===== src/rtl/latency_pipe_mc.sv =====
// rtl/latency_pipe_mc.sv - multi-channel programmable write/read latency pipe with drained reconfiguration
module latency_pipe_mc #(
    parameter  int NUM_CH     = 2,
    parameter  int DATA_WIDTH = 8,
    parameter  int ADDR_WIDTH = 3,
    parameter  int MAX_LAT    = 8,
    parameter  int WR_LAT_DEF = 4,
    parameter  int RD_LAT_DEF = 2,
    localparam int LW         = $clog2(MAX_LAT + 1),
    localparam int CW         = (NUM_CH > 1) ? $clog2(NUM_CH) : 1
) (
    input  logic                         i_clk,
    input  logic                         i_rst,
    input  logic [NUM_CH-1:0]            i_en,
    input  logic [NUM_CH-1:0]            i_we,
    input  logic [NUM_CH*ADDR_WIDTH-1:0] i_addr,
    input  logic [NUM_CH*DATA_WIDTH-1:0] i_din,
    input  logic [NUM_CH*DATA_WIDTH-1:0] i_rdata,
    input  logic [NUM_CH-1:0]            i_rvld,
    input  logic [NUM_CH-1:0]            i_flush,
    input  logic                         i_cfg_vld,
    input  logic [CW-1:0]                i_cfg_ch,
    input  logic [LW-1:0]                i_cfg_wr_lat,
    input  logic [LW-1:0]                i_cfg_rd_lat,
    output logic                         o_cfg_ack,
    output logic [NUM_CH-1:0]            o_ready,
    output logic [NUM_CH-1:0]            o_busy,
    output logic [NUM_CH-1:0]            o_en,
    output logic [NUM_CH-1:0]            o_we,
    output logic [NUM_CH*ADDR_WIDTH-1:0] o_addr,
    output logic [NUM_CH*DATA_WIDTH-1:0] o_din,
    output logic [NUM_CH*DATA_WIDTH-1:0] o_rdata,
    output logic [NUM_CH-1:0]            o_rvld
);

    localparam int NS = MAX_LAT - 1;

    typedef enum logic [1:0] {CFG_IDLE, CFG_DRAIN, CFG_APPLY} cfg_state_t;

    function automatic logic [LW-1:0] clamp_lat(input logic [LW-1:0] v);
        if (v == '0) return LW'(1);
        if (int'(v) > MAX_LAT) return LW'(MAX_LAT);
        return v;
    endfunction

    cfg_state_t        cfg_state;
    logic [CW-1:0]     cfg_ch;
    logic [LW-1:0]     cfg_wr_lat;
    logic [LW-1:0]     cfg_rd_lat;
    logic              cfg_ack;
    logic [LW-1:0]     wr_lat [NUM_CH];
    logic [LW-1:0]     rd_lat [NUM_CH];
    logic [NUM_CH-1:0] ready;
    logic [NUM_CH-1:0] busy;
    logic              sel_busy;
    logic              sel_flush;
    logic              sel_rvld;
    logic              sel_quiet;

    always_comb begin
        sel_busy  = 1'b0;
        sel_flush = 1'b0;
        sel_rvld  = 1'b0;
        for (int c = 0; c < NUM_CH; c++) begin
            if (cfg_ch == CW'(c)) begin
                sel_busy  = busy[c];
                sel_flush = i_flush[c];
                sel_rvld  = i_rvld[c];
            end
        end
    end

    // A read beat arriving in the APPLY cycle would straddle the latency change, so apply only when truly quiet
    assign sel_quiet = sel_flush | (~sel_busy & ~sel_rvld);

    always_ff @(posedge i_clk) begin
        if (i_rst) begin
            cfg_state  <= CFG_IDLE;
            cfg_ch     <= '0;
            cfg_wr_lat <= '0;
            cfg_rd_lat <= '0;
            cfg_ack    <= 1'b0;
            for (int c = 0; c < NUM_CH; c++) begin
                wr_lat[c] <= clamp_lat(LW'(WR_LAT_DEF));
                rd_lat[c] <= clamp_lat(LW'(RD_LAT_DEF));
            end
        end else begin
            cfg_ack <= 1'b0;
            case (cfg_state)
                CFG_IDLE: begin
                    if (i_cfg_vld) begin
                        cfg_ch     <= i_cfg_ch;
                        cfg_wr_lat <= i_cfg_wr_lat;
                        cfg_rd_lat <= i_cfg_rd_lat;
                        cfg_state  <= CFG_DRAIN;
                    end
                end
                CFG_DRAIN: begin
                    if (~sel_busy | sel_flush) cfg_state <= CFG_APPLY;
                end
                CFG_APPLY: begin
                    if (sel_quiet) begin
                        for (int c = 0; c < NUM_CH; c++) begin
                            if (cfg_ch == CW'(c)) begin
                                wr_lat[c] <= clamp_lat(cfg_wr_lat);
                                rd_lat[c] <= clamp_lat(cfg_rd_lat);
                            end
                        end
                        cfg_ack   <= 1'b1;
                        cfg_state <= CFG_IDLE;
                    end else begin
                        cfg_state <= CFG_DRAIN;
                    end
                end
                default: cfg_state <= CFG_IDLE;
            endcase
        end
    end

    assign o_cfg_ack = cfg_ack & ~i_rst;
    assign o_busy    = busy & {NUM_CH{~i_rst}};
    assign o_ready   = ready;

    for (genvar c = 0; c < NUM_CH; c++) begin : g_ch
        logic                  in_w;
        logic                  in_r;
        logic [NS-1:0]         w_vld;
        logic [NS-1:0]         w_we;
        logic [NS-1:0]         r_vld;
        logic [ADDR_WIDTH-1:0] w_addr [NS];
        logic [DATA_WIDTH-1:0] w_din  [NS];
        logic [DATA_WIDTH-1:0] r_dat  [NS];
        logic [NS-1:0]         w_vld_src;
        logic [NS-1:0]         w_we_src;
        logic [NS-1:0]         r_vld_src;
        logic [ADDR_WIDTH-1:0] w_addr_src [NS];
        logic [DATA_WIDTH-1:0] w_din_src  [NS];
        logic [DATA_WIDTH-1:0] r_dat_src  [NS];
        logic                  t_en;
        logic                  t_we;
        logic                  t_rvld;
        logic [ADDR_WIDTH-1:0] t_addr;
        logic [DATA_WIDTH-1:0] t_din;
        logic [DATA_WIDTH-1:0] t_rdat;

        assign ready[c] = ~i_rst & ~((cfg_state != CFG_IDLE) && (cfg_ch == CW'(c)));
        assign in_w     = i_en[c] & ready[c] & ~i_flush[c];
        assign in_r     = i_rvld[c] & ~i_rst & ~i_flush[c];

        // Source of each stage: index 0 is the gated input beat, index j is stage j-1
        always_comb begin
            w_vld_src[0]  = in_w;
            w_we_src[0]   = in_w & i_we[c];
            w_addr_src[0] = in_w ? i_addr[c*ADDR_WIDTH +: ADDR_WIDTH] : '0;
            w_din_src[0]  = in_w ? i_din[c*DATA_WIDTH +: DATA_WIDTH] : '0;
            r_vld_src[0]  = in_r;
            r_dat_src[0]  = in_r ? i_rdata[c*DATA_WIDTH +: DATA_WIDTH] : '0;
            for (int j = 1; j < NS; j++) begin
                w_vld_src[j]  = w_vld[j-1];
                w_we_src[j]   = w_we[j-1];
                w_addr_src[j] = w_addr[j-1];
                w_din_src[j]  = w_din[j-1];
                r_vld_src[j]  = r_vld[j-1];
                r_dat_src[j]  = r_dat[j-1];
            end
        end

        // Stages past the selected tap are held empty so a later latency increase never exposes stale beats
        always_ff @(posedge i_clk) begin
            for (int j = 0; j < NS; j++) begin
                if (i_rst || i_flush[c] || (j + 2 > int'(wr_lat[c]))) begin
                    w_vld[j]  <= 1'b0;
                    w_we[j]   <= 1'b0;
                    w_addr[j] <= '0;
                    w_din[j]  <= '0;
                end else begin
                    w_vld[j]  <= w_vld_src[j];
                    w_we[j]   <= w_we_src[j];
                    w_addr[j] <= w_addr_src[j];
                    w_din[j]  <= w_din_src[j];
                end
                if (i_rst || i_flush[c] || (j + 2 > int'(rd_lat[c]))) begin
                    r_vld[j] <= 1'b0;
                    r_dat[j] <= '0;
                end else begin
                    r_vld[j] <= r_vld_src[j];
                    r_dat[j] <= r_dat_src[j];
                end
            end
        end

        always_comb begin
            t_en   = w_vld_src[0];
            t_we   = w_we_src[0];
            t_addr = w_addr_src[0];
            t_din  = w_din_src[0];
            t_rvld = r_vld_src[0];
            t_rdat = r_dat_src[0];
            for (int j = 0; j < NS; j++) begin
                if (int'(wr_lat[c]) == j + 2) begin
                    t_en   = w_vld[j];
                    t_we   = w_we[j];
                    t_addr = w_addr[j];
                    t_din  = w_din[j];
                end
                if (int'(rd_lat[c]) == j + 2) begin
                    t_rvld = r_vld[j];
                    t_rdat = r_dat[j];
                end
            end
        end

        assign busy[c] = (|w_vld) | (|r_vld);

        assign o_en[c]                                 = t_en & ~i_rst;
        assign o_we[c]                                 = t_we & ~i_rst;
        assign o_rvld[c]                               = t_rvld & ~i_rst;
        assign o_addr[c*ADDR_WIDTH +: ADDR_WIDTH]      = i_rst ? '0 : t_addr;
        assign o_din[c*DATA_WIDTH +: DATA_WIDTH]       = i_rst ? '0 : t_din;
        assign o_rdata[c*DATA_WIDTH +: DATA_WIDTH]     = i_rst ? '0 : t_rdat;
    end

endmodule

===== config.mk =====
export PLATFORM = sky130hd
export DESIGN_NAME = latency_pipe_mc
export DESIGN_NICKNAME = d
export VERILOG_FILES = /design/src/rtl/latency_pipe_mc.sv
export SDC_FILE = /design/constraint.sdc
export NUM_CORES = 1
export LEC_CHECK = 0
export ABC_AREA = 1
export BUFFER_PORTS_ARGS = -buffer_cell sky130_fd_sc_hd__buf_4
export CELL_PAD_IN_SITES_DETAIL_PLACEMENT = 1
export CELL_PAD_IN_SITES_GLOBAL_PLACEMENT = 2
export CORE_MARGIN = 4
export CORE_UTILIZATION = 34
export DETAILED_ROUTE_END_ITERATION = 10
export GPL_TIMING_DRIVEN = 0
export PLACE_DENSITY_LB_ADDON = 0.1
export RECOVER_POWER = 50
export SETUP_SLACK_MARGIN = 0.05
export SYNTH_ARGS = -nofsm -noshare
export SYNTH_HDL_FRONTEND = slang
export SYNTH_SLANG_ARGS = --single-unit

===== constraint.sdc =====
create_clock -name i_clk -period 2.2 [get_ports i_clk]
set_input_delay 0.11 -clock i_clk [delete_from_list [all_inputs] [get_ports i_clk]]
set_output_delay 0.11 -clock i_clk [all_outputs]
set_load 0.01 [all_outputs]

==> qor.yml, run 1 <==
yosys:
  synth_area_per_cell_um2: 7.01
  yosysWarningCount: 0
  synth_seq_cells: 336
  seq_area_frac_synth: 0.506
  synth_fp_nets: 1998
  synth_cells: 1940
  synth_cell_type_count: 27
  syn_area_mm2: 0.0136
setup_path:
  startpoint: "wr_lat[0][3]"
  r2r_cells: 5
  r2r_slack_ns: 0.15
  r2r_start: "wr_lat[0][7]"
  cpPeakStageDelay_ns: 0.49
  crit_slowest_cell: "edfxtp_1"
  criticalPathCategory: "reg2out"
  cp_max_fo: 10
  path_cells: "nor2_2 -> inv_2 -> nor3_4 -> inv_2 -> buf_2 -> o21ai_0 -> inv_1 -> nand2_1 -> a21oi_1 -> nor2_1 -> buf_4"
  crit_buf_inv: 5
  cp_common_cell: "inv_2"
  cp_top_family: "simple AND/OR/NAND/NOR gates"
  worst_setup_path_end_kind: "output pin"
  cp.arrival_ns: 2.56
  worstPathRequired_ns: 2.09
  worstReg2RegEnd: "g_ch[1].w_din[1][7]"
  cp-start-kind: "flop"
global_routing:
  use_met2: 0.344
  grt_start_max_net_pins: 12
  grt_pass1_wl_um: 69000
  antenna_found_initial: 2
  use_met3: 0.0317
  busiest_layer: "met2"
  grt_util_met1: 0.245
  grt_remaining_overflow: 0
  grt_pass1_vias: 13500
  grt_use_total: 0.194
job:
  drv_cap: 0
cells_and_area:
  antenna_cells: 0
  drive_gt1_frac: 0.260
  nFillCells: 4939
  utilization: 0.480
  final_nets: 2291
  syn2layout_area_growth_pct: 40.0
place:
  port-buffer-count: 106
  dp.final_hpwl_um: 29900
  place_congestion: 0.788
power:
  p_per_area_mw_per_mm2: 736
  finalPower_w: 0.0140
  p_leak_nw: 7.78
  ir_drop_uv: 466
floorplanning:
  placeableCoreArea_mm2: 0.0396
  design.die.area_mm2: 0.0433
  std_cell_rows: 73
  die-width_um: 208
  initial_core_util: 0.343
  io_pins: 107
  die_y_um: 208
run_status:
  violations: "negative setup slack"
  status: "finished, violations left"
sta:
  finalHoldViolations: 0
  setup_viol: 44
  maxSlewViolCount: 0
  fmax_ghz: 0.375
  fin_ws_ns: -0.468
  clock_skew_ns: 0.0203
  tightest_slew_ns: 0.881
  period_minus_slack_ns: 2.67
  slew_headroom: 0.409
  fin_crit_sh: 1.21
  rsz0062_at_grt: "true"
drt:
  vias_per_cell: 4.56
  firstDrtPassIters: 5
  first_iter_violations: 361
  wl_per_cell_um: 15.5
  vias: 12700
  drc: 0
  ant_nets: 0
  wl_um: 43100
hold_path:
  hold_depth: 4
  holdCritPathClass: "in2reg"
  hold_start: "i_flush[0]"
  min_to: "cfg_state[0]"
cts:
  path_clk_slew_ns: 0.06
  cts.sink_count: 336
  cts_htree_levels: 2
  cts_made_buffers: 41
  cts_tree: "built"
  worstSkewPairLatency_ns: 0.55
  cts_buffer_depth: 3
  cts_root_buf: "clkbuf_16"
==> cell usage after synthesis <==
library cell / number / area (µm²)
a21oi_1: 115 / 576
a21oi_2: 1 / 8.76
a31oi_1: 3 / 18.8
buf_1: 2 / 7.51
buf_2: 18 / 90.1
clkbuf_1: 44 / 165
clkinv_1: 3 / 11.3
dfxtp_1: 320 / 6410
edfxtp_1: 16 / 480
inv_1: 397 / 1490
inv_2: 23 / 86.3
mux2i_1: 2 / 20.0
nand2_1: 275 / 1030
nand2_2: 1 / 6.26
nand3_1: 29 / 145
nand4_1: 2 / 12.5
nor2_1: 437 / 1640
nor2_2: 3 / 18.8
nor2_4: 1 / 11.3
nor3_1: 4 / 20.0
nor3_2: 3 / 30.0
nor3_4: 4 / 65.1
o211ai_1: 4 / 30.0
o21ai_0: 179 / 896
o21ai_1: 28 / 140
o21bai_1: 25 / 188
o22ai_1: 1 / 6.26
==> cell type report <==
cell class / instances / area, µm² / area share
flip-flops and latches: 336 / 6900 / 0.362
plain buffers: 64 / 463 / 0.0243
repair buffers: 246 / 2160 / 0.113
inverters: 423 / 1620 / 0.0851
clock inverters: 7 / 38.8 / 0.00204
multi-input cells: 1121 / 5960 / 0.313
clock buffers: 67 / 1260 / 0.0660
well taps: 525 / 657 / 0.0345
==> sequential cells by signal, indices dropped and copies added, names as in the netlist <==
signal,count
cfg_rd_lat,4
rd_lat,8
cfg_state,2
cfg_ack,1
wr_lat,8
g_ch.w_addr,42
g_ch.r_vld,14
cfg_wr_lat,4
g_ch.w_din,112
cfg_ch,1
g_ch.w_we,14
g_ch.r_dat,112
g_ch.w_vld,14
==> worst min-delay path, delay by kind of cell <==
family | cells | cell delay, ns
simple gates | 1 | 0.13
buf+inv | 1 | 0.11
mux | 1 | 0.09
compound gates | 1 | 0.08
==> report_power, final <==
| part | leakage (nW) | switching, W | total [W] | internal, W |
|---|---|---|---|---|
| sequential | 2.74 | 0.0000425 | 0.00623 | 0.00618 |
| combinational | 4.40 | 0.000760 | 0.00132 | 0.000555 |
| clock | 0.640 | 0.00258 | 0.00647 | 0.00389 |
==> cells in the final DEF, fill, tap and decap left out, types with 9 or more instances in the layout <==
cell type | synthesis | final
a21oi_1 | 115 | 68
a21oi_2 | 1 | 46
buf_2 | 18 | 12
buf_4 | 0 | 160
buf_6 | 0 | 38
buf_8 | 0 | 9
clkbuf_1 | 44 | 34
clkbuf_16 | 0 | 44
clkbuf_8 | 0 | 9
dfxtp_1 | 320 | 317
dlygate4sd3_1 | 0 | 54
edfxtp_1 | 16 | 16
inv_1 | 397 | 384
inv_2 | 23 | 32
nand2_1 | 275 | 191
nand2_2 | 1 | 68
nand2_4 | 0 | 16
nand3_1 | 29 | 13
nand3_2 | 0 | 10
nor2_1 | 437 | 381
nor2_2 | 3 | 43
nor2_4 | 1 | 17
o21ai_0 | 179 | 123
o21ai_1 | 28 | 63
o21ai_2 | 0 | 21
o21bai_1 | 25 | 20
==> per-layer routing <==
metal | share of wire | vias up
met4 | 0.023 | 4
met5 | 0.00049 | -
li1 | - | 6443
met2 | 0.49 | 157
met3 | 0.030 | 61
met1 | 0.45 | 6048
==> per-stage QoR <==
step / instances / setup TNS [ns] / setup slack (ns) / instance area [µm²] / hold slack (ns)
floorplan: 1940 / 0 / 0.497 / 13600 / 0.222
global placement: 2571 / -5.95 / -0.245 / 15100 / 0.337
detailed placement: 2571 / -7.12 / -0.293 / 15100 / 0.343
CTS: 2754 / -16.53 / -0.459 / 18000 / -0.0180
global route: 2789 / -19.55 / -0.584 / 19000 / 0.0454
finish: 2789 / -13.37 / -0.468 / 19000 / 0.0302
==> cell families (layout without fill, tap and decap cells) <==
family,after synthesis,in the layout,share of synthesized area
mux,2,2,0.00147
flops,336,336,0.506
compound gates,356,356,0.137
simple gates,759,763,0.219
buf+inv,487,807,0.136
==> what timing repair did <==
action                                  4_1_cts  5_1_grt
resized for setup                           234      272
cloned                                        4        5
endpoints found under the hold margin        53        0
pin swaps                                    55      111
hold buffers                                 54        0
buffers inserted                             51       31
endpoints found under the setup margin       74      105
==> worst max path at each step <==
| stage | to | slack, ns | cells after the start |
|---|---|---|---|
| after floorplan | o_rvld[1] | 0.50 | 11 |
| after global placement | o_rdata[15] | -0.25 | 12 |
| after detailed placement | o_rdata[15] | -0.29 | 12 |
| after CTS | o_din[0] | -0.46 | 15 |
| after global routing | o_din[0] | -0.58 | 11 |
| final | o_din[0] | -0.47 | 11 |
Power figures use the tool's default switching activity.
==> run 2, diff against run 1 <==
--- a/config.mk
+++ b/config.mk
@@ -15,7 +15,7 @@
 export GPL_TIMING_DRIVEN = 0
 export PLACE_DENSITY_LB_ADDON = 0.1
 export RECOVER_POWER = 50
-export SETUP_SLACK_MARGIN = 0.05
+export SETUP_SLACK_MARGIN = 0.4
 export SYNTH_ARGS = -nofsm -noshare
 export SYNTH_HDL_FRONTEND = slang
 export SYNTH_SLANG_ARGS = --single-unit
==> constraint.sdc (replaced) <==
create_clock -name i_clk -period 2.9 [get_ports i_clk]
set_input_delay 0.145 -clock i_clk [delete_from_list [all_inputs] [get_ports i_clk]]
set_output_delay 0.145 -clock i_clk [all_outputs]
set_load 0.01 [all_outputs]
==> run 2 against run 1 <==
The flow now finishes without violations. Sequential power is 24% lower. Power is 24% lower. Final cell count stayed put. Global-route usage is 0.060 points lower. Wire length is 0.98% lower.
==> qor.yml, run 2 (synthesized netlist as in run 1, its figures left out) <==
sta:
  period_minus_slack_ns: 2.64
  clock_skew_ns: 0.0201
  slew_headroom: 0.0356
  tightest_slew_ns: 1.43
  fin_crit_sh: 0.912
  tns_ns: 0
  finalHoldViolations: 0
  whs_ns: 0.0554
  rsz0062_at_grt: "true"
  maxSlewViolCount: 0
  fmax_ghz: 0.378
  setup_viol: 0
global_routing:
  grt_remaining_overflow: 0
  grt_start_max_net_pins: 12
  grt_use_total: 0.194
  antenna_found_initial: 2
  grt_pass1_vias: 13500
  grt_pass1_wl_um: 68900
cells_and_area:
  layout_common_cells: "393 x nor2_1, 392 x inv_1, 318 x dfxtp_1"
  top_regs: "g_ch.r_dat: 112 flops, g_ch.w_din: 112 flops, g_ch.w_addr: 42 flops"
  syn2layout_area_growth_pct: 39.1
  drive_gt1_frac: 0.242
  final_nets: 2290
  fin_cells: 2789
  utilization: 0.477
  final_common_cell: "nor2_1"
drt:
  ant_nets: 0
  vias: 12700
  vias_per_cell: 4.54
  drc: 0
  wl_per_cell_um: 15.3
  firstDrtPassIters: 4
  wl_um: 42700
  first_iter_violations: 367
floorplanning:
  die_y_um: 208
  placeableCoreArea_mm2: 0.0396
  initial_core_util: 0.343
  std_cell_rows: 73
  die-width_um: 208
  design.die.area_mm2: 0.0433
  io_pins: 107
cts:
  cts_made_buffers: 41
  cts_tree: "built"
  cts_htree_levels: 2
  cts_buffer_depth: 3
  cts_root_buf: "clkbuf_16"
  worstSkewPairLatency_ns: 0.55
  path_clk_slew_ns: 0.06
  cts.sink_count: 336
power:
  ir_drop_uv: 351
  p_leak_nw: 7.70
  p_per_area_mw_per_mm2: 561
setup_path:
  worstPathRequired_ns: 2.76
  criticalPathCategory: "reg2out"
  cp-start-kind: "flop"
  r2r_cells: 6
  worstReg2RegEnd: "g_ch[1].r_dat[0][2]"
  cp.arrival_ns: 2.50
  worst_setup_path_end_kind: "output pin"
  r2r_slack_ns: 0.61
  cp_max_fo: 10
  r2r_start: "rd_lat[0][7]"
hold_path:
  min_to: "g_ch[1].w_vld[0]"
  hold_start: "i_en[1]"
  hold_depth: 5
  holdCritPathClass: "in2reg"
job:
  drv_cap: 0
place:
  placed_cells: 2571
  dp.final_hpwl_um: 29900
  place_congestion: 0.788
  port-buffer-count: 106
run_status:
  status: "finished, final reports clean"
==> run 2: cell types whose count changed in the layout (fill, tap and decap cells not counted), moves of 4 or more <==
cell,delta
buf_2,-5
buf_4,-10
clkbuf_1,+13
clkbuf_4,+4
inv_1,+8
inv_2,-9
nand2_1,+5
nor2_1,+12
nor2_2,-11
o21ai_0,+10
o21ai_1,-8
==> run 2: per-stage QoR <==
stage               area [µm²]  worst slack (ns)  total power, W
floorplan                13600              1.16         0.00520
global placement         15100             0.419         0.00549
detailed placement       15100             0.372         0.00550
CTS                      17900             0.206          0.0107
global route             18900             0.106          0.0111
finish                   18900             0.256          0.0106
==> run 2: worst max-delay path: stages (launching register included) <==
cell and delay (ns):
edfxtp_1 0.48, buf_4 0.18, buf_4 0.14, nor3_4 0.20
inv_2 0.08, buf_2 0.19, o21ai_0 0.18, inv_1 0.08
nand2_2 0.08, a21oi_2 0.06, nor2_2 0.14, buf_4 0.14
==> run 2: repair_timing <==
action | in CTS | in global routing
cloned | 4 | 6
pin swaps | 51 | 136
endpoints found under the hold margin | 52 | 0
gates resized for setup | 205 | 277
hold buffers | 52 | 0
endpoints found under the setup margin | 44 | 52
buffers inserted | 51 | 30
==> run 2: worst max path at each step <==
stage	to	slack, ns	from
2_1_floorplan	o_rvld[1]	1.16	rd_lat[0][7]
3_3_place_gp	o_addr[2]	0.42	i_rst
3_5_place_dp	o_rdata[15]	0.37	rd_lat[0][5]
4_1_cts	o_din[0]	0.21	cfg_state[0]
5_1_grt	o_rdata[4]	0.11	i_rst
6_report	o_din[0]	0.26	wr_lat[0][1]
==> run 2: layout make-up <==
type                            instances  area [µm²]
Fill cell                            4956       20700
Sequential cell                       336        6890
Multi-Input combinational cell       1121        5900
Timing Repair Buffer                  245        2110
Inverter                              423        1620
Clock buffer                           67        1260
Tap cell                              525         657
Buffer                                 64         448
Clock inverter                          7        38.8
Antenna cell                            1        2.50
==> run 2: metal layers <==
| metal | GRT usage | share of wire | wire [µm] | vias up |
|---|---|---|---|---|
| li1 | - | - | - | 6433 |
| met1 | 0.244 | 0.45 | 19300 | 6018 |
| met2 | 0.344 | 0.49 | 21000 | 155 |
| met3 | 0.0317 | 0.036 | 1530 | 56 |
| met4 | 0.0519 | 0.021 | 889 | 2 |
| met5 | 0 | 0.00016 | 7 | - |
==> run 2: power by group <==
part / internal (W) / switching, W / total (W)
clock network: 0.00295 / 0.00196 / 0.00491
logic: 0.000413 / 0.000570 / 0.000984
registers: 0.00469 / 0.0000296 / 0.00472
total: 0.00805 / 0.00256 / 0.0106
==> run 3, diff against run 2 <==
--- a/config.mk
+++ b/config.mk
@@ -10,12 +10,13 @@
 export CELL_PAD_IN_SITES_DETAIL_PLACEMENT = 1
 export CELL_PAD_IN_SITES_GLOBAL_PLACEMENT = 2
 export CORE_MARGIN = 4
-export CORE_UTILIZATION = 34
+export CORE_UTILIZATION = 30
 export DETAILED_ROUTE_END_ITERATION = 10
 export GPL_TIMING_DRIVEN = 0
-export PLACE_DENSITY_LB_ADDON = 0.1
+export PLACE_DENSITY_LB_ADDON = 0.08
 export RECOVER_POWER = 50
 export SETUP_SLACK_MARGIN = 0.4
+export SLEW_MARGIN = 20
 export SYNTH_ARGS = -nofsm -noshare
 export SYNTH_HDL_FRONTEND = slang
 export SYNTH_SLANG_ARGS = --single-unit
==> run 3 against run 2 <==
Design area is 0.28% higher. Wire length grew 0.64%. Sequential share of layout area is 0.12 points lower. Sequential power hardly changed. Die area is 13% higher. Setup slack better by 0.018 ns. First-iteration DRC count rose by 17%. Largest cell class unchanged.
==> qor.yml, run 3 (synthesized netlist as in run 1, its figures left out) <==
cts:
  cts_buffer_depth: 3
  cts_root_buf: "clkbuf_16"
  cts_tree: "built"
  worstSkewPairLatency_ns: 0.56
  cts_htree_levels: 2
  cts.sink_count: 336
  cts_made_buffers: 41
  path_clk_slew_ns: 0.05
global_routing:
  antenna_found_initial: 2
  grt_remaining_overflow: 0
  grt_pass1_vias: 13500
  grt_start_max_net_pins: 13
  grt_pass1_wl_um: 70600
  grt_use_total: 0.176
job:
  drv_cap: 0
sta:
  setup_viol: 0
  tightest_slew_ns: 1.34
  rsz0062_at_grt: "true"
  finalHoldViolations: 0
  period_minus_slack_ns: 2.63
  clock_skew_ns: 0.0205
  slew_headroom: 0.0983
  tns_ns: 0
  maxSlewViolCount: 0
  whs_ns: 0.0232
  fin_crit_sh: 0.905
  fmax_ghz: 0.381
drt:
  drc: 0
  wl_um: 43000
  vias_per_cell: 4.44
  ant_nets: 0
  firstDrtPassIters: 4
  first_iter_violations: 428
  vias: 12600
  wl_per_cell_um: 15.1
setup_path:
  worstPathRequired_ns: 2.76
  criticalPathCategory: "reg2out"
  cp_max_fo: 6
  cp.arrival_ns: 2.48
  cp-start-kind: "flop"
  worst_setup_path_end_kind: "output pin"
power:
  clockPowerShare: 0.474
  finalPower_w: 0.0108
  p_sw_frac: 0.241
  seqPwrFrac: 0.437
  p_sw_w: 0.00260
  p_leak_nw: 7.66
  ir_drop_uv: 449
  p_comb_frac: 0.089
  intPower_w: 0.00820
  p_per_area_mw_per_mm2: 569
floorplanning:
  die-width_um: 221
  die_y_um: 221
  io_pins: 107
  initial_core_util: 0.306
  std_cell_rows: 77
  design.die.area_mm2: 0.0488
  placeableCoreArea_mm2: 0.0445
cells_and_area:
  layout_common_cells: "392 x nor2_1, 391 x inv_1, 319 x dfxtp_1"
  top_regs: "g_ch.r_dat: 112 flops, g_ch.w_din: 112 flops, g_ch.w_addr: 42 flops"
  final_nets: 2283
  syn2layout_area_growth_pct: 39.5
  drive_gt1_frac: 0.240
  fin_cells: 2846
  final_common_cell: "nor2_1"
  nFillCells: 5450
  utilization: 0.426
place:
  place_congestion: 0.780
  port-buffer-count: 106
  placed_cells: 2638
  dp.final_hpwl_um: 30900
run_status:
  status: "finished, final reports clean"
hold_path:
  holdCritPathClass: "in2reg"
-- run 3: worst paths after layout --
path                             from  depth (start not counted)  slack [ns]                  end
setup / recovery         wr_lat[0][3]                         15        0.27             o_din[6]
hold reg to reg   g_ch[0].r_dat[1][4]                          2        0.42  g_ch[0].r_dat[2][4]
setup reg to reg         rd_lat[0][7]                          9        0.55  g_ch[1].r_dat[3][2]
hold / removal                i_en[1]                          5        0.02  g_ch[1].w_din[0][5]
-- run 3: metrics by stage --
stage                     instance area [µm²]  worst slack [ns]
after detailed placement                15100             0.320
after CTS                               18200             0.183
after global routing                    19000            0.0707
final                                   19000             0.275
after floorplan                         13600              1.16
after global placement                  15100             0.385
-- run 3: timing repair --
item | CTS | global route
hold endpoints to repair | 52 | 0
setup endpoints to repair | 44 | 60
resized for setup | 253 | 219
setup buffers | 47 | 28
hold buffers | 54 | 0
pin swaps | 95 | 138
cloned | 5 | 2
-- run 3: per-layer routing --
metal  vias to the layer above  track usage  wire [µm]
li1                       6410            -          -
met1                      5996        0.229      19800
met2                       148        0.303      20600
met3                        68       0.0329       1590
met5                         -            0         13
met4                         2       0.0465        931
-- run 3: power by group through the flow --
stage	sequential (W)	clock (W)	combinational (W)
2_1_floorplan	0.00481	0	0.000394
3_3_place_gp	0.00482	0	0.000681
3_5_place_dp	0.00482	0	0.000692
4_1_cts	0.00472	0.00532	0.000895
5_1_grt	0.00472	0.00552	0.00108
6_report	0.00472	0.00512	0.000965
-- run 3: layout make-up --
class / instances / area [µm²] / area share
tap: 592 / 741 / 0.0390
multi-input combinational: 1118 / 5860 / 0.309
clock buffer: 61 / 1230 / 0.0650
timing repair buffer: 240 / 2070 / 0.109
timing repair inverter: 1 / 8.76 / 0.000462
sequential: 336 / 6890 / 0.363
antenna: 1 / 2.50 / 0.000132
clock inverter: 10 / 108 / 0.00567
inverter: 423 / 1620 / 0.0852
buffer: 64 / 448 / 0.0236
-- run 3: worst max-delay path: stages, from the launching register on --
cell      delay (ns)
edfxtp_1        0.45
inv_1           0.16
nand2_4         0.09
nor3_4          0.12
buf_6           0.14
buf_8           0.12
buf_6           0.12
a21oi_1         0.06
nand2_1         0.07
nand2_1         0.06
nand2_1         0.05
nand2_1         0.06
nand2_1         0.09
a21oi_2         0.07
nor2_2          0.14
buf_4           0.14
